## src/rtl/id_ex_stage_pkg.sv

```systemverilog
// ============================================================================
// id_ex_stage_pkg : ALU opcodes, forwarding selects and the EX register layout
// Revision: 1.0
// ============================================================================
`default_nettype none

package id_ex_stage_pkg;

  localparam logic [3:0] ALU_ADDU = 4'd0;
  localparam logic [3:0] ALU_SUBU = 4'd1;
  localparam logic [3:0] ALU_AND  = 4'd2;
  localparam logic [3:0] ALU_OR   = 4'd3;
  localparam logic [3:0] ALU_XOR  = 4'd4;
  localparam logic [3:0] ALU_NOR  = 4'd5;
  localparam logic [3:0] ALU_SLT  = 4'd6;
  localparam logic [3:0] ALU_SLTU = 4'd7;
  localparam logic [3:0] ALU_SLL  = 4'd8;
  localparam logic [3:0] ALU_SRL  = 4'd9;
  localparam logic [3:0] ALU_SRA  = 4'd10;
  localparam logic [3:0] ALU_LUI  = 4'd11;

  typedef enum logic [1:0] {
    FWD_REG = 2'd0,
    FWD_MEM = 2'd1,
    FWD_WB  = 2'd2
  } fwd_sel_e;

  typedef struct packed {
    logic        valid;
    logic [4:0]  rs;
    logic [4:0]  rt;
    logic [4:0]  rd;
    logic [31:0] rs_data;
    logic [31:0] rt_data;
    logic [31:0] imm;
    logic [4:0]  shamt;
    logic [3:0]  alu_op;
    logic        alu_src_imm;
    logic        reg_write;
    logic        mem_read;
    logic        mem_write;
    logic        mem_to_reg;
  } ex_reg_t;

  localparam ex_reg_t EX_BUBBLE = '0;

  // $0 is hardwired to zero, so a writer targeting it never supplies a value
  function automatic logic fwd_hit(input logic we, input logic [4:0] rd,
                                   input logic [4:0] src);
    return we && (rd != 5'd0) && (rd == src);
  endfunction

endpackage

`default_nettype wire

```

## src/rtl/id_ex_stage_if.sv

```systemverilog
// ============================================================================
// id_ex_stage_if : ID-side inputs, forwarding sources and EX-side outputs
// Revision: 1.0
// ============================================================================
`default_nettype none

interface id_ex_stage_if;
  import id_ex_stage_pkg::*;

  logic        flush;
  logic        id_valid;
  logic [4:0]  id_rs;
  logic [4:0]  id_rt;
  logic [4:0]  id_rd;
  logic        id_use_rs;
  logic        id_use_rt;
  logic [31:0] id_rs_data;
  logic [31:0] id_rt_data;
  logic [31:0] id_imm;
  logic [4:0]  id_shamt;
  logic [3:0]  id_alu_op;
  logic        id_alu_src_imm;
  logic        id_reg_write;
  logic        id_mem_read;
  logic        id_mem_write;
  logic        id_mem_to_reg;
  logic        mem_reg_write;
  logic [4:0]  mem_rd;
  logic [31:0] mem_alu_result;
  logic        wb_reg_write;
  logic [4:0]  wb_rd;
  logic [31:0] wb_data;

  logic        stall;
  logic [31:0] alu_a;
  logic [31:0] alu_b;
  logic [4:0]  alu_shamt;
  logic [3:0]  alu_op;
  logic [31:0] ex_store_data;
  logic        ex_valid;
  logic [4:0]  ex_rd;
  logic        ex_reg_write;
  logic        ex_mem_read;
  logic        ex_mem_write;
  logic        ex_mem_to_reg;
  fwd_sel_e    rs_fwd_sel;
  fwd_sel_e    rt_fwd_sel;

  modport master (
    output flush, id_valid, id_rs, id_rt, id_rd, id_use_rs, id_use_rt,
           id_rs_data, id_rt_data, id_imm, id_shamt, id_alu_op, id_alu_src_imm,
           id_reg_write, id_mem_read, id_mem_write, id_mem_to_reg,
           mem_reg_write, mem_rd, mem_alu_result, wb_reg_write, wb_rd, wb_data,
    input  stall, alu_a, alu_b, alu_shamt, alu_op, ex_store_data, ex_valid,
           ex_rd, ex_reg_write, ex_mem_read, ex_mem_write, ex_mem_to_reg,
           rs_fwd_sel, rt_fwd_sel
  );

  modport slave (
    input  flush, id_valid, id_rs, id_rt, id_rd, id_use_rs, id_use_rt,
           id_rs_data, id_rt_data, id_imm, id_shamt, id_alu_op, id_alu_src_imm,
           id_reg_write, id_mem_read, id_mem_write, id_mem_to_reg,
           mem_reg_write, mem_rd, mem_alu_result, wb_reg_write, wb_rd, wb_data,
    output stall, alu_a, alu_b, alu_shamt, alu_op, ex_store_data, ex_valid,
           ex_rd, ex_reg_write, ex_mem_read, ex_mem_write, ex_mem_to_reg,
           rs_fwd_sel, rt_fwd_sel
  );

endinterface

`default_nettype wire

```

## src/rtl/id_ex_stage_fwd_mux.sv

```systemverilog
// ============================================================================
// fwd_mux : picks EX/MEM, MEM/WB or register data for one source operand
// Revision: 1.0
// ============================================================================
`default_nettype none

module fwd_mux
  import id_ex_stage_pkg::*;
(
  input  wire logic [4:0]  src,
  input  wire logic [31:0] reg_data,
  input  wire logic        mem_reg_write,
  input  wire logic [4:0]  mem_rd,
  input  wire logic [31:0] mem_data,
  input  wire logic        wb_reg_write,
  input  wire logic [4:0]  wb_rd,
  input  wire logic [31:0] wb_data,
  output logic [31:0]      value,
  output fwd_sel_e         sel
);

  // The younger producer (EX/MEM) holds the newer value, so it is tried first
  always_comb begin
    sel   = FWD_REG;
    value = reg_data;
    if (fwd_hit(mem_reg_write, mem_rd, src)) begin
      sel   = FWD_MEM;
      value = mem_data;
    end else if (fwd_hit(wb_reg_write, wb_rd, src)) begin
      sel   = FWD_WB;
      value = wb_data;
    end
  end

endmodule

`default_nettype wire

```

## src/rtl/id_ex_stage.sv

```systemverilog
// ============================================================================
// id_ex_stage : ID/EX pipeline register with load-use stall, flush squash
//               and forwarded ALU operands
// Revision: 1.0
// ============================================================================
`default_nettype none

module id_ex_stage
  import id_ex_stage_pkg::*;
(
  input wire logic     clk,
  input wire logic     rst,
  id_ex_stage_if.slave bus
);

  ex_reg_t     r_ex;
  ex_reg_t     w_id_ex;
  logic        w_stall;
  logic        w_bubble;
  logic        w_use_hit;
  logic [31:0] w_rs_val;
  logic [31:0] w_rt_val;

  // A flush kills the consumer anyway, so it also suppresses the stall
  assign w_use_hit = (bus.id_use_rs && (bus.id_rs == r_ex.rd)) ||
                     (bus.id_use_rt && (bus.id_rt == r_ex.rd));
  assign w_stall   = bus.id_valid && r_ex.valid && r_ex.mem_read &&
                     (r_ex.rd != 5'd0) && w_use_hit && !bus.flush;
  assign w_bubble  = bus.flush || w_stall || !bus.id_valid;

  always_comb begin
    w_id_ex             = EX_BUBBLE;
    w_id_ex.valid       = 1'b1;
    w_id_ex.rs          = bus.id_rs;
    w_id_ex.rt          = bus.id_rt;
    w_id_ex.rd          = bus.id_rd;
    w_id_ex.rs_data     = bus.id_rs_data;
    w_id_ex.rt_data     = bus.id_rt_data;
    w_id_ex.imm         = bus.id_imm;
    w_id_ex.shamt       = bus.id_shamt;
    w_id_ex.alu_op      = bus.id_alu_op;
    w_id_ex.alu_src_imm = bus.id_alu_src_imm;
    w_id_ex.reg_write   = bus.id_reg_write;
    w_id_ex.mem_read    = bus.id_mem_read;
    w_id_ex.mem_write   = bus.id_mem_write;
    w_id_ex.mem_to_reg  = bus.id_mem_to_reg;
  end

  always_ff @(posedge clk or posedge rst) begin
    if (rst) begin
      r_ex <= EX_BUBBLE;
    end else if (w_bubble) begin
      r_ex <= EX_BUBBLE;
    end else begin
      r_ex <= w_id_ex;
    end
  end

  fwd_mux u_fwd_rs (
    .src           (r_ex.rs),
    .reg_data      (r_ex.rs_data),
    .mem_reg_write (bus.mem_reg_write),
    .mem_rd        (bus.mem_rd),
    .mem_data      (bus.mem_alu_result),
    .wb_reg_write  (bus.wb_reg_write),
    .wb_rd         (bus.wb_rd),
    .wb_data       (bus.wb_data),
    .value         (w_rs_val),
    .sel           (bus.rs_fwd_sel)
  );

  fwd_mux u_fwd_rt (
    .src           (r_ex.rt),
    .reg_data      (r_ex.rt_data),
    .mem_reg_write (bus.mem_reg_write),
    .mem_rd        (bus.mem_rd),
    .mem_data      (bus.mem_alu_result),
    .wb_reg_write  (bus.wb_reg_write),
    .wb_rd         (bus.wb_rd),
    .wb_data       (bus.wb_data),
    .value         (w_rt_val),
    .sel           (bus.rt_fwd_sel)
  );

  assign bus.stall         = w_stall;
  assign bus.alu_a         = w_rs_val;
  assign bus.ex_store_data = w_rt_val;
  assign bus.alu_b         = r_ex.alu_src_imm ? r_ex.imm : w_rt_val;
  assign bus.alu_shamt     = r_ex.shamt;
  assign bus.alu_op        = r_ex.alu_op;
  assign bus.ex_valid      = r_ex.valid;
  assign bus.ex_rd         = r_ex.rd;
  assign bus.ex_reg_write  = r_ex.reg_write;
  assign bus.ex_mem_read   = r_ex.mem_read;
  assign bus.ex_mem_write  = r_ex.mem_write;
  assign bus.ex_mem_to_reg = r_ex.mem_to_reg;

endmodule

`default_nettype wire

```

## src/flat_wrapper.sv

```systemverilog
// flat-port wrapper written by rule: the top's interface ports become plain ports
module id_ex_stage_flat import id_ex_stage_pkg::*;
  (clk, rst, bus_flush, bus_id_valid, bus_id_rs, bus_id_rt, bus_id_rd, bus_id_use_rs, bus_id_use_rt, bus_id_rs_data, bus_id_rt_data, bus_id_imm, bus_id_shamt, bus_id_alu_op, bus_id_alu_src_imm, bus_id_reg_write, bus_id_mem_read, bus_id_mem_write, bus_id_mem_to_reg, bus_mem_reg_write, bus_mem_rd, bus_mem_alu_result, bus_wb_reg_write, bus_wb_rd, bus_wb_data, bus_stall, bus_alu_a, bus_alu_b, bus_alu_shamt, bus_alu_op, bus_ex_store_data, bus_ex_valid, bus_ex_rd, bus_ex_reg_write, bus_ex_mem_read, bus_ex_mem_write, bus_ex_mem_to_reg, bus_rs_fwd_sel, bus_rt_fwd_sel);
  id_ex_stage_if bus_i ();
  input wire logic clk;
  input wire logic rst;
  input wire logic [$bits(bus_i.flush)-1:0] bus_flush;
  input wire logic [$bits(bus_i.id_valid)-1:0] bus_id_valid;
  input wire logic [$bits(bus_i.id_rs)-1:0] bus_id_rs;
  input wire logic [$bits(bus_i.id_rt)-1:0] bus_id_rt;
  input wire logic [$bits(bus_i.id_rd)-1:0] bus_id_rd;
  input wire logic [$bits(bus_i.id_use_rs)-1:0] bus_id_use_rs;
  input wire logic [$bits(bus_i.id_use_rt)-1:0] bus_id_use_rt;
  input wire logic [$bits(bus_i.id_rs_data)-1:0] bus_id_rs_data;
  input wire logic [$bits(bus_i.id_rt_data)-1:0] bus_id_rt_data;
  input wire logic [$bits(bus_i.id_imm)-1:0] bus_id_imm;
  input wire logic [$bits(bus_i.id_shamt)-1:0] bus_id_shamt;
  input wire logic [$bits(bus_i.id_alu_op)-1:0] bus_id_alu_op;
  input wire logic [$bits(bus_i.id_alu_src_imm)-1:0] bus_id_alu_src_imm;
  input wire logic [$bits(bus_i.id_reg_write)-1:0] bus_id_reg_write;
  input wire logic [$bits(bus_i.id_mem_read)-1:0] bus_id_mem_read;
  input wire logic [$bits(bus_i.id_mem_write)-1:0] bus_id_mem_write;
  input wire logic [$bits(bus_i.id_mem_to_reg)-1:0] bus_id_mem_to_reg;
  input wire logic [$bits(bus_i.mem_reg_write)-1:0] bus_mem_reg_write;
  input wire logic [$bits(bus_i.mem_rd)-1:0] bus_mem_rd;
  input wire logic [$bits(bus_i.mem_alu_result)-1:0] bus_mem_alu_result;
  input wire logic [$bits(bus_i.wb_reg_write)-1:0] bus_wb_reg_write;
  input wire logic [$bits(bus_i.wb_rd)-1:0] bus_wb_rd;
  input wire logic [$bits(bus_i.wb_data)-1:0] bus_wb_data;
  output wire logic [$bits(bus_i.stall)-1:0] bus_stall;
  output wire logic [$bits(bus_i.alu_a)-1:0] bus_alu_a;
  output wire logic [$bits(bus_i.alu_b)-1:0] bus_alu_b;
  output wire logic [$bits(bus_i.alu_shamt)-1:0] bus_alu_shamt;
  output wire logic [$bits(bus_i.alu_op)-1:0] bus_alu_op;
  output wire logic [$bits(bus_i.ex_store_data)-1:0] bus_ex_store_data;
  output wire logic [$bits(bus_i.ex_valid)-1:0] bus_ex_valid;
  output wire logic [$bits(bus_i.ex_rd)-1:0] bus_ex_rd;
  output wire logic [$bits(bus_i.ex_reg_write)-1:0] bus_ex_reg_write;
  output wire logic [$bits(bus_i.ex_mem_read)-1:0] bus_ex_mem_read;
  output wire logic [$bits(bus_i.ex_mem_write)-1:0] bus_ex_mem_write;
  output wire logic [$bits(bus_i.ex_mem_to_reg)-1:0] bus_ex_mem_to_reg;
  output wire logic [$bits(bus_i.rs_fwd_sel)-1:0] bus_rs_fwd_sel;
  output wire logic [$bits(bus_i.rt_fwd_sel)-1:0] bus_rt_fwd_sel;
  assign bus_i.flush = bus_flush;
  assign bus_i.id_valid = bus_id_valid;
  assign bus_i.id_rs = bus_id_rs;
  assign bus_i.id_rt = bus_id_rt;
  assign bus_i.id_rd = bus_id_rd;
  assign bus_i.id_use_rs = bus_id_use_rs;
  assign bus_i.id_use_rt = bus_id_use_rt;
  assign bus_i.id_rs_data = bus_id_rs_data;
  assign bus_i.id_rt_data = bus_id_rt_data;
  assign bus_i.id_imm = bus_id_imm;
  assign bus_i.id_shamt = bus_id_shamt;
  assign bus_i.id_alu_op = bus_id_alu_op;
  assign bus_i.id_alu_src_imm = bus_id_alu_src_imm;
  assign bus_i.id_reg_write = bus_id_reg_write;
  assign bus_i.id_mem_read = bus_id_mem_read;
  assign bus_i.id_mem_write = bus_id_mem_write;
  assign bus_i.id_mem_to_reg = bus_id_mem_to_reg;
  assign bus_i.mem_reg_write = bus_mem_reg_write;
  assign bus_i.mem_rd = bus_mem_rd;
  assign bus_i.mem_alu_result = bus_mem_alu_result;
  assign bus_i.wb_reg_write = bus_wb_reg_write;
  assign bus_i.wb_rd = bus_wb_rd;
  assign bus_i.wb_data = bus_wb_data;
  assign bus_stall = bus_i.stall;
  assign bus_alu_a = bus_i.alu_a;
  assign bus_alu_b = bus_i.alu_b;
  assign bus_alu_shamt = bus_i.alu_shamt;
  assign bus_alu_op = bus_i.alu_op;
  assign bus_ex_store_data = bus_i.ex_store_data;
  assign bus_ex_valid = bus_i.ex_valid;
  assign bus_ex_rd = bus_i.ex_rd;
  assign bus_ex_reg_write = bus_i.ex_reg_write;
  assign bus_ex_mem_read = bus_i.ex_mem_read;
  assign bus_ex_mem_write = bus_i.ex_mem_write;
  assign bus_ex_mem_to_reg = bus_i.ex_mem_to_reg;
  assign bus_rs_fwd_sel = bus_i.rs_fwd_sel;
  assign bus_rt_fwd_sel = bus_i.rt_fwd_sel;
  id_ex_stage u_core (.clk(clk), .rst(rst), .bus(bus_i));
endmodule
```

## config.mk

```make
export PLATFORM = sky130hd
export DESIGN_NAME = id_ex_stage_flat
export DESIGN_NICKNAME = d
export VERILOG_FILES = /design/src/rtl/id_ex_stage_pkg.sv /design/src/rtl/id_ex_stage_if.sv /design/src/rtl/id_ex_stage_fwd_mux.sv /design/src/rtl/id_ex_stage.sv /design/src/flat_wrapper.sv
export SDC_FILE = /design/constraint.sdc
export NUM_CORES = 1
export LEC_CHECK = 0
export CAP_MARGIN = 20
export CORE_MARGIN = 2
export CORE_UTILIZATION = 48
export DETAILED_ROUTE_END_ITERATION = 10
export PLACE_DENSITY = 0.87
export SETUP_SLACK_MARGIN = 0.5
export SLEW_MARGIN = 20
export SYNTH_ARGS = -nofsm -noshare
export SYNTH_HDL_FRONTEND = slang
export SYNTH_SLANG_ARGS = --single-unit
```

## constraint.sdc

```tcl
create_clock -name clk -period 12.78 [get_ports clk]
set_input_delay 2.556 -clock clk [delete_from_list [all_inputs] [get_ports clk]]
set_output_delay 2.556 -clock clk [all_outputs]
set_load 0.05 [all_outputs]
```

* Yosys cells after proc, flatten, opt, wreduce, memory -nomap -nowiden
Cells that the tools add are included.
** Operators by class
- Multiplexer cells :: 10
- Reductions and logical operators :: 21
- Equal/unequal tests :: 6
** Operators by type and width (number)
- $mux W32 :: 5
- $mux W126 :: 1
- $eq A5 B5 Y1 :: 6
- $reduce_bool A5 Y1 :: 3
- $logic_and A1 B1 Y1 :: 13
- $mux W2 :: 4
- $logic_or A1 B1 Y1 :: 3
- $logic_not A1 Y1 :: 2
** Word-level totals
- Input port bits :: 207
- Output and inout port bits :: 120
- Logic and storage cells :: 51
- Register bits after elaboration :: 126

* Longest topological paths before layout
Gate-level depths: netlist of run 1.
- Depth in word-level cells :: 8
- Gate-level depth with buffers :: 7
- Mapped depth without buffers :: 5

* By module
A second synthesis of run 1 with hierarchy kept.
** Second synthesis, totals
- Cells, all modules :: 861
- Area, all modules :: 8247.9 µm²
** Modules (own cells, without submodules)
- id_ex_stage :: area each 5267.6 µm², seq. area each 3153.0 µm², times used 1, cells an instance 491
- fwd_mux :: area each 1490.2 µm², seq. area each 0.0 µm², times used 2, cells an instance 185

* Worst setup path after synthesis of run 1
OpenSTA, ideal clock, no wires.
- Path kind :: in2out
- Start point :: in bus_mem_rd[0]
- End point :: out bus_rs_fwd_sel[1]
- Stages :: 6
- Data required time :: 10224 ps
- Data arrival time :: 4852 ps
- Path slack :: 5372 ps
- Path through :: or4_1 o21ai_1 or3_1 buf_2 inv_1 nor3_1
** Between the ends
- Cells in the longest elaborated chain, start to end :: 4
- Elaborated cells between the ends (all ways) :: 5
- Classes of those cells :: 1 x eq/ne; 1 x mux; 3 x reduce/logical
** Ends and longest elaborated chain
- from (decl) :: RTL line flat_wrapper.sv:25 : input wire logic [$bits(bus_i.mem_rd)-1:0] bus_mem_rd;
- $reduce_bool A5 Y1 :: RTL line id_ex_stage_pkg.sv:50 : return we && (rd != 5'd0) && (rd == src);
- $logic_and A1 B1 Y1 :: RTL line id_ex_stage_pkg.sv:50
- $logic_and A1 B1 Y1 * :: RTL line id_ex_stage_pkg.sv:50
- $mux W2 * :: RTL line id_ex_stage_fwd_mux.sv:26 : if (fwd_hit(mem_reg_write, mem_rd, src)) begin
- to (decl) :: RTL line flat_wrapper.sv:42 : output wire logic [$bits(bus_i.rs_fwd_sel)-1:0] bus_rs_fwd_sel;
Mark *: on every way between the ends. The rest lies on a longest branch, timed or not.

* Worst setup path after layout of run 1
- Start point :: in bus_mem_rd[1]
- End point :: out bus_ex_store_data[0]
** Between the ends
- Cells in the longest elaborated chain, start to end :: 4
- Elaborated cells between the ends (all ways) :: 5
- Classes of those cells :: 1 x eq/ne; 1 x mux; 3 x reduce/logical
** Ends and longest elaborated chain
- $reduce_bool A5 Y1 :: RTL line id_ex_stage_pkg.sv:50
- $logic_and A1 B1 Y1 :: RTL line id_ex_stage_pkg.sv:50
- $logic_and A1 B1 Y1 * :: RTL line id_ex_stage_pkg.sv:50
- $mux W32 * :: RTL line id_ex_stage_fwd_mux.sv:26
- to (decl) :: RTL line flat_wrapper.sv:35 : output wire logic [$bits(bus_i.ex_store_data)-1:0] bus_ex_store_data;
Marked as above.

==> metrics.txt, run 1 <==
# TYPE chip_impl_metric gauge
chip_impl_info{name="status",value="complete, no violations"} 1
chip_impl_metric{name="syn-num-nets",unit=""} 1173
chip_impl_metric{name="ff_latch_area",unit="sq mm"} 0.003157
chip_impl_metric{name="clk_pin_slew",unit="ps"} 60
chip_impl_metric{name="synth_xor_xnor_area_share",unit="%"} 3.147
chip_impl_metric{name="setup-violations-final",unit=""} 0
chip_impl_info{name="main_combinational_cell_family_by_area_after_synthesis",value="compound AO/OA/AOI/OAI gates"} 1
chip_impl_metric{name="yosys.area.top_type_share",unit="%"} 37.77
chip_impl_metric{name="detailedPlacementHpwl",unit="mm"} 22.25
chip_impl_metric{name="timing.final.max_slew_violations",unit=""} 0
chip_impl_metric{name="tritoncts.num_buffers",unit=""} 17
chip_impl_metric{name="cp.required",unit="ps"} 10220
chip_impl_info{name="slowest_stage",value="sky130_fd_sc_hd__nand3_2"} 1
chip_impl_metric{name="wl_per_cell",unit="um"} 24.03
chip_impl_metric{name="finalCritPeriodShare",unit="%"} 71.35
chip_impl_metric{name="finalWirelength",unit="mm"} 34.29
chip_impl_metric{name="synth_compound_area_share",unit="%"} 29.93
chip_impl_metric{name="post_cts_buffers",unit=""} 0
chip_impl_metric{name="asyncSetResetFlopFracSynth",unit="%"} 100.0
chip_impl_metric{name="number_of_flops_mapped_to_enable_cells_by_yosys",unit=""} 0
chip_impl_metric{name="worst_pin_slew",unit="ps"} 1126
chip_impl_metric{name="multi_input_area",unit="sq mm"} 0.004089
chip_impl_metric{name="ratio_of_routed_vias_to_standard_cells",unit=""} 6.500
chip_impl_metric{name="detail_route.iter0.violations",unit=""} 1137
chip_impl_metric{name="grt_start_max_net_pins",unit=""} 81
chip_impl_metric{name="worst_clock_skew",unit="ps"} 7.248
chip_impl_metric{name="path_max_fanout",unit=""} 34
chip_impl_metric{name="chipWidth",unit="um"} 135.9
chip_impl_info{name="setup.worst_path.end_class",value="output pin"} 1
chip_impl_metric{name="syn2layout_area_growth",unit="%"} 43.78
chip_impl_info{name="max_flop_register",value="u_core.r_ex"} 1
chip_impl_metric{name="final.hold.worst_slack",unit="ps"} 976.4
chip_impl_info{name="synthTopCellsByArea",value="sky130_fd_sc_hd__dfrtp_1 38%, sky130_fd_sc_hd__a211oi_1 8.6%, sky130_fd_sc_hd__a31oi_1 7.2%"} 1
chip_impl_metric{name="synthCells",unit=""} 966
chip_impl_metric{name="dp.cells",unit=""} 1393
chip_impl_info{name="min_path_type",value="flip-flop to flip-flop"} 1
chip_impl_metric{name="largest_register_ff_count",unit=""} 107
chip_impl_metric{name="synthesis.area",unit="sq mm"} 0.008348
chip_impl_metric{name="cts_max_path_buffers",unit=""} 2
chip_impl_metric{name="placementRows",unit=""} 48
chip_impl_metric{name="cap_viol_max_count",unit=""} 0
chip_impl_metric{name="clock_sink_count",unit=""} 126
chip_impl_metric{name="setup_total_negative_slack",unit="ps"} 0
chip_impl_metric{name="floorplan.initialDensity",unit="%"} 48.60
chip_impl_metric{name="synth_cell_type_count",unit=""} 44
chip_impl_metric{name="synth.area.mux_share",unit="%"} 0
chip_impl_metric{name="grt_antenna_before_repair",unit=""} 4
chip_impl_info{name="startpoint_type",value="input port"} 1
chip_impl_metric{name="p_total",unit="W"} 0.001292
chip_impl_metric{name="wire_length_of_the_first_global_routing_pass",unit="mm"} 51.78
chip_impl_metric{name="crit_path_max_incr_delay",unit="ps"} 950
chip_impl_metric{name="drc",unit=""} 0
chip_impl_info{name="synth_ff_type",value="sky130_fd_sc_hd__dfrtp_1"} 1
chip_impl_metric{name="max_clock_freq",unit="GHz"} 0.1097
chip_impl_info{name="synthDominantAreaCellType",value="sky130_fd_sc_hd__dfrtp_1"} 1
chip_impl_metric{name="gr-usage-all-layers",unit="%"} 36.79
chip_impl_metric{name="h-tree-depth",unit=""} 4
chip_impl_info{name="path_cells",value="clkdlybuf4s50_1, xnor2_1, and2_2, nand3_2, a31oi_1, clkdlybuf4s50_1"} 1
chip_impl_metric{name="report.final.hold_viol_count",unit=""} 0
chip_impl_metric{name="final_nets",unit=""} 1394
chip_impl_metric{name="fraction_of_the_mapped_netlist_area_in_simple_logic_gates",unit="%"} 14.87
chip_impl_info{name="tritoncts",value="done"} 1
chip_impl_metric{name="syn-mean-instance-area",unit="sq um"} 8.642
chip_impl_metric{name="power_density",unit="mW/mm^2"} 107.6
chip_impl_metric{name="slew-limit-headroom",unit="%"} 24.95
chip_impl_info{name="rsz_0062_raised_after_global_routing",value="false"} 1
chip_impl_metric{name="vias",unit=""} 9275
chip_impl_metric{name="pin_count",unit=""} 327
chip_impl_metric{name="placement.cell_area",unit="sq mm"} 0.01138
chip_impl_metric{name="grt_remaining_overflow",unit=""} 0
chip_impl_metric{name="drive_above_1_share",unit="%"} 7.673
chip_impl_info{name="timing_worst_setup_path_type",value="input port to output pin"} 1
chip_impl_info{name="cpMostUsedCell",value="sky130_fd_sc_hd__clkdlybuf4s50_1"} 1
chip_impl_metric{name="fillCellCount",unit=""} 1328
chip_impl_metric{name="core_area",unit="sq mm"} 0.01718
chip_impl_metric{name="stdcell_area",unit="sq mm"} 0.01200
chip_impl_metric{name="post-route-min-period",unit="ps"} 9119
chip_impl_metric{name="worst_skew_pair.late_latency",unit="ps"} 420
chip_impl_metric{name="worst-endpoint-arrival",unit="ps"} 6560
chip_impl_metric{name="leakagePower",unit="nW"} 5.110
chip_impl_metric{name="die_height",unit="um"} 135.9
chip_impl_metric{name="via_count_of_the_first_global_routing_pass",unit=""} 9052
chip_impl_metric{name="ys_seq_area_share",unit="%"} 37.77
chip_impl_metric{name="synth.yosys.warnings",unit=""} 0
chip_impl_metric{name="detail-route-antenna-nets",unit=""} 0
chip_impl_metric{name="ys_ff_latch",unit=""} 126
chip_impl_metric{name="fin_cells",unit=""} 1427
chip_impl_metric{name="post_cts_hold_buffer_count",unit=""} 0
chip_impl_info{name="cts_root_buffer",value="sky130_fd_sc_hd__clkbuf_16"} 1
chip_impl_metric{name="cts_repair_resize_count",unit=""} 0
chip_impl_metric{name="port_buffers",unit=""} 326
chip_impl_metric{name="synth-adder-area-share",unit="%"} 0
chip_impl_metric{name="gp_routability_congestion",unit=""} 0.9232
chip_impl_metric{name="firstDrtPassIters",unit=""} 7
chip_impl_metric{name="vdd_drop_max",unit="mV"} 0.08223
chip_impl_metric{name="dieArea",unit="sq mm"} 0.01846
[where the power goes]
group          switching (W)  leakage (nW)  internal (W)
registers         0.00000900          1.69      0.000415
logic               0.000229          3.11      0.000133
clock network       0.000175         0.303      0.000331
[cells in the final DEF (no fill, tap or decap), drive strengths merged, types with 2 or more instances in the layout]
cell           synthesis  final
dfrtp                126    126
bufinv                 0      3
a211oi               125    125
nand2                  4      4
inv                  128    128
o21a                   2      2
nor2b                 32     32
or3                    2      2
nor4                  65     65
nand3                 36     36
o31ai                 32     32
nor2                  33     33
or4                    2      2
clkinv                 0      3
nand4                 35     35
xnor2                 28     28
clkdlybuf4s50          0    326
and3                   2      2
buf                   65     14
o21ai                 34     34
diode                  0      3
xor2                   2      2
a31oi                 97     97
a41o                  32     32
clkbuf                73     25
[logic make-up after synthesis]
kind of cell,after synthesis
AND/OR/NAND/NOR,217
XOR/XNOR,30
buffers and inverters,266
AO/OA/AOI/OAI,327
flip-flops,126
[path summary, 6_finish.rpt]
kind,cells past startpoint,end,from,slack [ps]
setup / recovery,6,bus_ex_store_data[0],bus_mem_rd[1],3660
hold / removal,2,u_core.bus.ex_valid$_DFF_PP0_,u_core.bus.ex_mem_read$_DFF_PP0_,980
setup reg to reg,6,u_core.r_ex[72]$_DFF_PP0_,u_core.bus.ex_rd[3]$_DFF_PP0_,9940
hold reg to reg,2,u_core.bus.ex_valid$_DFF_PP0_,u_core.bus.ex_mem_read$_DFF_PP0_,980
max in group asynchronous,3,u_core.r_ex[116]$_DFF_PP0_,rst,9120
min in group asynchronous,2,u_core.bus.alu_shamt[0]$_DFF_PP0_,rst,2550
[layout make-up]
type                    count  share of cell area (%)
clock inverters             6                  0.8756
repair buffers            340                   28.09
well taps                 225                   2.345
flip-flops and latches    126                   26.30
diodes                      3                 0.06255
clock buffers              25                   4.211
inverters                 128                   4.045
multi-input cells         574                   34.07
[layer usage]
layer | vias to the layer above | GRT usage (%) | wire [um]
met2 | 746 | 59.26 | 15880
met5 | - | 0 | 11
met4 | 2 | 17.25 | 1694
met3 | 170 | 12.86 | 4308
met1 | 4336 | 44.21 | 12390
li1 | 4021 | - | -
[cells in the mapped netlist, types with 2 or more instances]
cell type and number:
sky130_fd_sc_hd__nand4_1 35, sky130_fd_sc_hd__xor2_1 2, sky130_fd_sc_hd__o21a_1 2, sky130_fd_sc_hd__o31ai_1 32, sky130_fd_sc_hd__buf_6 11, sky130_fd_sc_hd__nor2_1 33, sky130_fd_sc_hd__nor2b_1 32, sky130_fd_sc_hd__xnor2_1 28
sky130_fd_sc_hd__nand2_1 4, sky130_fd_sc_hd__inv_1 127, sky130_fd_sc_hd__a31oi_1 96, sky130_fd_sc_hd__nand3_1 35, sky130_fd_sc_hd__dfrtp_1 126, sky130_fd_sc_hd__or3_1 2, sky130_fd_sc_hd__a41o_1 32, sky130_fd_sc_hd__o21ai_1 4
sky130_fd_sc_hd__o21ai_0 29, sky130_fd_sc_hd__and3_1 2, sky130_fd_sc_hd__clkbuf_1 70, sky130_fd_sc_hd__buf_2 32, sky130_fd_sc_hd__nor4_1 64, sky130_fd_sc_hd__clkbuf_2 3, sky130_fd_sc_hd__buf_4 18, sky130_fd_sc_hd__a211oi_1 96
sky130_fd_sc_hd__buf_1 4, sky130_fd_sc_hd__a211oi_2 29
[worst max-delay path: cells and delay by family]
kind | cells | cell delay, ps
AO/OA/AOI/OAI | 1 | 650
XOR/XNOR | 1 | 180
buffers and inverters | 2 | 1490
AND/OR/NAND/NOR | 2 | 1680
[through the flow]
stage,utilization (%),setup WS [ps]
floorplan,-,5372
global placement,66.24,3979
detailed placement,66.24,3882
CTS,69.80,3880
global route,69.86,3609
finish,69.88,3661
Note: power is estimated with default switching activity, not from simulation.
==> run 2, diff against run 1 <==
CORE_UTILIZATION = 40   (was 48)
PLACE_DENSITY = 0.77   (was 0.87)
clock period = 7.4 ns   (was 12.78 ns; I/O delays follow)
==> run 2 against run 1 <==
  * Critical endpoint is now bus_ex_store_data[15]
  * Utilization shrank 10 points
  * Global-route usage shrank 5.0 points
  * Via count shrank 1.6%
==> metrics.txt, run 2 (synthesis results as in run 1) <==
# TYPE chip_impl_metric gauge
chip_impl_info{name="status",value="complete, no violations"} 1
chip_impl_metric{name="grt_remaining_overflow",unit=""} 0
chip_impl_metric{name="crit_path_max_incr_delay",unit="ps"} 840
chip_impl_metric{name="chipWidth",unit="um"} 148.5
chip_impl_info{name="timing_worst_setup_path_type",value="input port to output pin"} 1
chip_impl_metric{name="fillCellCount",unit=""} 1822
chip_impl_metric{name="finalCritPeriodShare",unit="%"} 85.31
chip_impl_metric{name="setup-violations-final",unit=""} 0
chip_impl_metric{name="h-tree-depth",unit=""} 4
chip_impl_metric{name="cap_viol_max_count",unit=""} 0
chip_impl_metric{name="ratio_of_routed_vias_to_standard_cells",unit=""} 6.150
chip_impl_metric{name="path_max_fanout",unit=""} 24
chip_impl_metric{name="syn2layout_area_growth",unit="%"} 44.90
chip_impl_metric{name="vias",unit=""} 9126
chip_impl_info{name="slowest_stage",value="sky130_fd_sc_hd__clkdlybuf4s50_1"} 1
chip_impl_metric{name="pin_count",unit=""} 327
chip_impl_info{name="min_path_type",value="flip-flop to flip-flop"} 1
chip_impl_metric{name="worst_pin_slew",unit="ps"} 1047
chip_impl_metric{name="firstDrtPassIters",unit=""} 6
chip_impl_metric{name="worst_clock_skew",unit="ps"} 12.14
chip_impl_metric{name="timing.final.max_slew_violations",unit=""} 0
chip_impl_metric{name="ff_latch_area",unit="sq mm"} 0.003154
chip_impl_info{name="setup.worst_path.end_class",value="output pin"} 1
chip_impl_metric{name="largest_register_ff_count",unit=""} 107
chip_impl_info{name="startpoint_type",value="input port"} 1
chip_impl_metric{name="place_worst_setup_slack",unit="ps"} 1101
chip_impl_metric{name="setup_total_negative_slack",unit="ps"} 0
chip_impl_metric{name="via_count_of_the_first_global_routing_pass",unit=""} 8951
chip_impl_info{name="max_flop_register",value="u_core.r_ex"} 1
chip_impl_info{name="layout_common_cells",value="302 x sky130_fd_sc_hd__clkdlybuf4s50_1, 126 x sky130_fd_sc_hd__inv_1, 125 x sky130_fd_sc_hd__dfrtp_1, 96 x sky130_fd_sc_hd__a211oi_1, 96 x sky130_fd_sc_hd__a31oi_1"} 1
chip_impl_metric{name="n_antenna_cell",unit=""} 0
chip_impl_metric{name="power_density",unit="mW/mm^2"} 181.3
chip_impl_metric{name="grt_start_max_net_pins",unit=""} 80
chip_impl_metric{name="cts_max_path_buffers",unit=""} 2
chip_impl_metric{name="drive_above_1_share",unit="%"} 10.87
chip_impl_metric{name="finalWirelength",unit="mm"} 35.87
chip_impl_info{name="cpLargestDelayFamily",value="buffers and inverters"} 1
chip_impl_metric{name="wire_length_of_the_first_global_routing_pass",unit="mm"} 53.65
chip_impl_metric{name="vdd_drop_max",unit="mV"} 0.1518
chip_impl_metric{name="core_area",unit="sq mm"} 0.02036
chip_impl_metric{name="cts_repair_resize_count",unit=""} 0
chip_impl_metric{name="sequentialPowerShare",unit="%"} 33.2
chip_impl_metric{name="final_nets",unit=""} 1408
chip_impl_metric{name="comb_power_share",unit="%"} 29.0
chip_impl_metric{name="worst-endpoint-arrival",unit="ps"} 4830
chip_impl_metric{name="detail_route.iter0.violations",unit=""} 1054
chip_impl_metric{name="gr-usage-all-layers",unit="%"} 31.77
chip_impl_metric{name="post_cts_hold_buffer_count",unit=""} 0
chip_impl_metric{name="slew-limit-headroom",unit="%"} 30.19
chip_impl_metric{name="cp.required",unit="ps"} 5920
chip_impl_metric{name="clk_pin_slew",unit="ps"} 60
chip_impl_metric{name="gp_routability_congestion",unit=""} 1.001
chip_impl_metric{name="grt_antenna_before_repair",unit=""} 3
chip_impl_metric{name="post-route-min-period",unit="ps"} 6313
chip_impl_metric{name="p_int",unit="W"} 0.001468
chip_impl_metric{name="detailedPlacementHpwl",unit="mm"} 24.80
chip_impl_metric{name="multi_input_area",unit="sq mm"} 0.004088
chip_impl_info{name="cpMostUsedCell",value="sky130_fd_sc_hd__clkdlybuf4s50_1"} 1
chip_impl_metric{name="floorplan.initialDensity",unit="%"} 40.99
chip_impl_metric{name="post_cts_buffers",unit=""} 0
chip_impl_metric{name="tritoncts.num_buffers",unit=""} 17
chip_impl_metric{name="drc",unit=""} 0
chip_impl_metric{name="worst-path-buf-inv",unit=""} 3
chip_impl_info{name="tritoncts",value="done"} 1
chip_impl_metric{name="placementRows",unit=""} 52
chip_impl_metric{name="port_buffers",unit=""} 326
chip_impl_metric{name="fin_cells",unit=""} 1484
chip_impl_metric{name="wl_per_cell",unit="um"} 24.17
chip_impl_metric{name="power_frac_clock",unit="%"} 37.7
chip_impl_metric{name="clock_sink_count",unit=""} 126
chip_impl_metric{name="worst_skew_pair.late_latency",unit="ps"} 420
chip_impl_metric{name="leakagePower",unit="nW"} 5.202
chip_impl_metric{name="max_clock_freq",unit="GHz"} 0.1584
chip_impl_info{name="cts_root_buffer",value="sky130_fd_sc_hd__clkbuf_16"} 1
chip_impl_metric{name="dieArea",unit="sq mm"} 0.02204
chip_impl_metric{name="detail-route-antenna-nets",unit=""} 0
chip_impl_metric{name="dp.cells",unit=""} 1451
chip_impl_info{name="path_cells",value="clkdlybuf4s50_1, or4_4, o21ai_4, buf_4, o31ai_1, a31oi_1, clkdlybuf4s50_1"} 1
chip_impl_metric{name="finalCoreUtilization",unit="%"} 59.40
chip_impl_info{name="layout_commonest_cell",value="sky130_fd_sc_hd__clkdlybuf4s50_1"} 1
chip_impl_metric{name="switching_component_of_the_power",unit="W"} 0.0007247
chip_impl_metric{name="swShare",unit="%"} 33.05
chip_impl_metric{name="p_total",unit="W"} 0.002193
chip_impl_info{name="rsz_0062_raised_after_global_routing",value="false"} 1
chip_impl_metric{name="report.final.hold_viol_count",unit=""} 0
chip_impl_metric{name="die_height",unit="um"} 148.5
chip_impl_metric{name="final_critical_path_setup_slack",unit="ps"} 1087
## run 2: metrics by stage
stage,hold slack (ps),area (sq um)
6_report,1082,12100
5_1_grt,1162,12100
3_5_place_dp,1096,11480
3_3_place_gp,1092,11480
4_1_cts,1114,12070
2_1_floorplan,950.6,8348
## run 2: area by class of cell
class                           instances  share of cell area, %
Clock inverter                         11                 0.9516
Tap cell                              270                  2.793
Timing Repair Buffer                  354                  28.49
Inverter                              128                  4.013
Clock buffer                           21                  3.889
Sequential cell                       126                  26.08
Multi-Input combinational cell        574                  33.79
## run 2: layer usage
layer / vias to the layer above / global-route usage, % / part of all wire [%]
li1: 4052 / - / -
met1: 4326 / 41.42 / 39
met2: 631 / 49.77 / 45
met3: 111 / 9.417 / 12
met4: 6 / 12.57 / 3.5
met5: - / 0 / 0.11
## run 2: power by group through the flow
stage	Combinational, W	Clock, W	Sequential [W]
4_1_cts	0.000630	0.000839	0.000730
5_1_grt	0.000665	0.000867	0.000731
3_5_place_dp	0.000628	0	0.000742
2_1_floorplan	0.000352	0	0.000739
3_3_place_gp	0.000625	0	0.000742
6_report	0.000637	0.000828	0.000729
## run 2: worst register-to-register path, delay by kind of cell (launching register included)
kind | cells | cell delay [ps]
buf+inv | 2 | 1380
compound gates | 2 | 540
xor+xnor | 1 | 180
simple gates | 1 | 170
flops | 1 | 440
## run 2: final timing paths
path | from | to | slack [ps] | depth (start not counted)
min in group asynchronous | rst | u_core.r_ex[40]$_DFF_PP0_ | 1520 | 2
max in group asynchronous | rst | u_core.r_ex[4]$_DFF_PP0_ | 4540 | 3
min reg2reg | u_core.bus.ex_valid$_DFF_PP0_ | u_core.bus.ex_valid$_DFF_PP0_ | 1080 | 2
max | bus_wb_rd[1] | bus_ex_store_data[15] | 1090 | 7
max reg2reg | u_core.bus.ex_rd[3]$_DFF_PP0_ | u_core.r_ex[38]$_DFF_PP0_ | 4510 | 6
min | u_core.bus.ex_valid$_DFF_PP0_ | u_core.bus.ex_valid$_DFF_PP0_ | 1080 | 2
==> run 3, diff against run 2 <==
CORE_MARGIN = 5   (was 2)
SETUP_SLACK_MARGIN = 0.15   (was 0.5)
==> run 3 against run 2 <==
  * Cell count shrank 0.20%
  * Critical endpoint is now bus_ex_store_data[28]
  * Critical path depth fell by 1
  * Sequential power about the same
  * Register-to-register slack worse by 70 ps
  * Clock skew down 3.4 ps
  * Routed wire length is 1.0% higher
  * Largest power group unchanged
  * Count of clock-buffer cells in the layout fell by 2
  * Clock power up 15%
  * Fmax decreased by 7.0%
==> metrics.txt, run 3 (synthesis results as in run 1) <==
# TYPE chip_impl_metric gauge
chip_impl_metric{name="dieArea",unit="sq mm"} 0.02386
chip_impl_metric{name="levels_on_crit_path",unit=""} 6
chip_impl_metric{name="drive_above_1_share",unit="%"} 10.84
chip_impl_metric{name="multi_input_area",unit="sq mm"} 0.004089
chip_impl_info{name="layout_common_cells",value="299 x sky130_fd_sc_hd__clkdlybuf4s50_1, 126 x sky130_fd_sc_hd__inv_1, 125 x sky130_fd_sc_hd__dfrtp_1, 96 x sky130_fd_sc_hd__a211oi_1, 96 x sky130_fd_sc_hd__a31oi_1"} 1
chip_impl_metric{name="r2r_setup_slack",unit="ps"} 4440
chip_impl_metric{name="crit_path_max_incr_delay",unit="ps"} 870
chip_impl_metric{name="grt_remaining_overflow",unit=""} 0
chip_impl_metric{name="placementRows",unit=""} 52
chip_impl_metric{name="cts_repair_resize_count",unit=""} 0
chip_impl_metric{name="clk_pin_slew",unit="ps"} 60
chip_impl_metric{name="setup-violations-final",unit=""} 0
chip_impl_metric{name="port_buffers",unit=""} 326
chip_impl_metric{name="via_count_of_the_first_global_routing_pass",unit=""} 8907
chip_impl_info{name="max_flop_register",value="u_core.r_ex"} 1
chip_impl_metric{name="cap_viol_max_count",unit=""} 0
chip_impl_metric{name="worst_clock_skew",unit="ps"} 8.722
chip_impl_metric{name="post_cts_hold_buffer_count",unit=""} 0
chip_impl_metric{name="pin_count",unit=""} 327
chip_impl_metric{name="drc",unit=""} 0
chip_impl_metric{name="ratio_of_routed_vias_to_standard_cells",unit=""} 6.171
chip_impl_metric{name="wl_met2",unit="mm"} 16.79
chip_impl_metric{name="die_height",unit="um"} 154.5
chip_impl_metric{name="detail_route.iter0.violations",unit=""} 919
chip_impl_info{name="min_path_type",value="flip-flop to flip-flop"} 1
chip_impl_metric{name="worst_r2r_path_depth",unit=""} 6
chip_impl_metric{name="routed-wl-met3",unit="mm"} 4.214
chip_impl_metric{name="core_area",unit="sq mm"} 0.02036
chip_impl_metric{name="report.final.hold_viol_count",unit=""} 0
chip_impl_metric{name="final_nets",unit=""} 1402
chip_impl_metric{name="p_total",unit="W"} 0.002313
chip_impl_metric{name="tritoncts.num_buffers",unit=""} 17
chip_impl_metric{name="worst_pin_slew",unit="ps"} 1172
chip_impl_metric{name="finalCritPeriodShare",unit="%"} 91.75
chip_impl_metric{name="fillCellCount",unit=""} 1788
chip_impl_metric{name="max_clock_freq",unit="GHz"} 0.1473
chip_impl_info{name="timing_worst_setup_path_type",value="input port to output pin"} 1
chip_impl_metric{name="firstDrtPassIters",unit=""} 6
chip_impl_metric{name="post-route-min-period",unit="ps"} 6790
chip_impl_metric{name="largest_register_ff_count",unit=""} 107
chip_impl_metric{name="syn2layout_area_growth",unit="%"} 45.22
chip_impl_info{name="rsz_0062_raised_after_global_routing",value="false"} 1
chip_impl_metric{name="vdd_drop_max",unit="mV"} 0.1539
chip_impl_info{name="status",value="complete, no violations"} 1
chip_impl_info{name="top_layer_used",value="met5"} 1
chip_impl_metric{name="worst_skew_pair.late_latency",unit="ps"} 420
chip_impl_metric{name="h-tree-depth",unit=""} 4
chip_impl_info{name="cts_root_buffer",value="sky130_fd_sc_hd__clkbuf_16"} 1
chip_impl_metric{name="grt_start_max_net_pins",unit=""} 79
chip_impl_metric{name="ff_latch_area",unit="sq mm"} 0.003154
chip_impl_metric{name="post_cts_buffers",unit=""} 0
chip_impl_info{name="startpoint",value="bus_mem_rd[4]"} 1
chip_impl_info{name="slowest_stage",value="sky130_fd_sc_hd__clkdlybuf4s50_1"} 1
chip_impl_metric{name="detailedPlacementHpwl",unit="mm"} 24.83
chip_impl_metric{name="path_max_fanout",unit=""} 34
chip_impl_metric{name="wl_per_cell",unit="um"} 24.46
chip_impl_info{name="r2r_end",value="u_core.r_ex[36]$_DFF_PP0_"} 1
chip_impl_metric{name="grt_antenna_before_repair",unit=""} 5
chip_impl_info{name="cpLargestDelayFamily",value="simple AND/OR/NAND/NOR gates"} 1
chip_impl_metric{name="worst-endpoint-arrival",unit="ps"} 5310
chip_impl_metric{name="cp.required",unit="ps"} 5920
chip_impl_metric{name="detail-route-antenna-nets",unit=""} 0
chip_impl_info{name="layout_commonest_cell",value="sky130_fd_sc_hd__clkdlybuf4s50_1"} 1
chip_impl_metric{name="gp_routability_congestion",unit=""} 0.9250
chip_impl_metric{name="leakagePower",unit="nW"} 5.219
chip_impl_metric{name="cts_max_path_buffers",unit=""} 2
chip_impl_info{name="rr_startpoint",value="u_core.bus.ex_rd[2]$_DFF_PP0_"} 1
chip_impl_metric{name="chipWidth",unit="um"} 154.5
chip_impl_metric{name="setup_total_negative_slack",unit="ps"} 0
chip_impl_info{name="startpoint_type",value="input port"} 1
chip_impl_info{name="cpMostUsedCell",value="sky130_fd_sc_hd__clkdlybuf4s50_1"} 1
chip_impl_metric{name="worst-path-buf-inv",unit=""} 2
chip_impl_metric{name="timing.final.max_slew_violations",unit=""} 0
chip_impl_info{name="cp-endpoint",value="bus_ex_store_data[28]"} 1
chip_impl_metric{name="finalWirelength",unit="mm"} 36.23
chip_impl_info{name="setup.worst_path.end_class",value="output pin"} 1
chip_impl_metric{name="drt-met1-wl",unit="mm"} 14.13
chip_impl_info{name="tritoncts",value="done"} 1
chip_impl_metric{name="clock_sink_count",unit=""} 126
chip_impl_info{name="path_cells",value="clkdlybuf4s50_1, xnor2_1, and3_2, nand3_2, a31oi_1, clkdlybuf4s50_1"} 1
chip_impl_metric{name="wire_length_of_the_first_global_routing_pass",unit="mm"} 53.84
chip_impl_metric{name="power_density",unit="mW/mm^2"} 190.8
chip_impl_metric{name="slew-limit-headroom",unit="%"} 21.84
chip_impl_metric{name="floorplan.initialDensity",unit="%"} 40.99
chip_impl_metric{name="gr-usage-all-layers",unit="%"} 29.05
chip_impl_metric{name="vias",unit=""} 9139
-- run 3: cell types whose count changed in the layout (fill, tap and decap cells not counted), sizes merged, moves of 3 or more --
cell / previous run / this run
buf: 52 / 49
bufinv: 2 / 5
clkdlybuf4s50: 302 / 299
diode: 0 / 3
-- run 3: worst min path at each step --
| stage | slack, ps | cells after the start | to | startpoint |
|---|---|---|---|---|
| detailed placement | 990 | 2 | u_core.bus.ex_valid$_DFF_PP0_ | u_core.bus.ex_mem_read$_DFF_PP0_ |
| CTS | 1000 | 2 | u_core.bus.ex_valid$_DFF_PP0_ | u_core.bus.ex_mem_read$_DFF_PP0_ |
| global route | 1050 | 2 | u_core.bus.ex_valid$_DFF_PP0_ | u_core.bus.ex_mem_read$_DFF_PP0_ |
| global placement | 980 | 2 | u_core.bus.ex_valid$_DFF_PP0_ | u_core.bus.ex_mem_read$_DFF_PP0_ |
| finish | 980 | 2 | u_core.bus.ex_valid$_DFF_PP0_ | u_core.bus.ex_mem_read$_DFF_PP0_ |
| floorplan | 950 | 4 | u_core.bus.alu_op[0]$_DFF_PP0_ | u_core.bus.ex_rd[3]$_DFF_PP0_ |
-- run 3: layer usage --
metal	up-vias	global-route usage, %
met2	606	46.65
met3	92	9.500
li1	4047	-
met1	4386	37.11
met5	-	0
met4	8	9.546
-- run 3: final cells by class --
class,count,share of cell area (%)
multi-input cells,574,33.73
repair buffers,348,27.93
flip-flops and latches,126,26.02
inverters,128,4.005
clock buffers,19,3.736
well taps,270,2.787
clock inverters,13,1.734
diodes,3,0.06193
-- run 3: worst min-delay path, delay by kind of cell, from the launching register on --
family	cells	cell delay (ps)
flops	1	390
compound gates	2	540
-- run 3: metrics by stage --
stage               cells  utilization, %  area [sq um]  worst slack, ps  hold slack, ps
finish               1481           59.53         12120            610.5           977.8
global route         1479           59.50         12120            488.6            1047
CTS                  1478           59.49         12120            739.5            1004
detailed placement   1446           56.24         11450            740.0           986.2
global placement     1446           56.24         11450            794.3           975.7
floorplan             966               -          8348             2144           950.6
-- run 3: where the power goes --
part	internal [W]	switching, W
registers	0.000715	0.0000151
clock network	0.000618	0.000333
logic	0.000231	0.000400
total	0.00156	0.000749
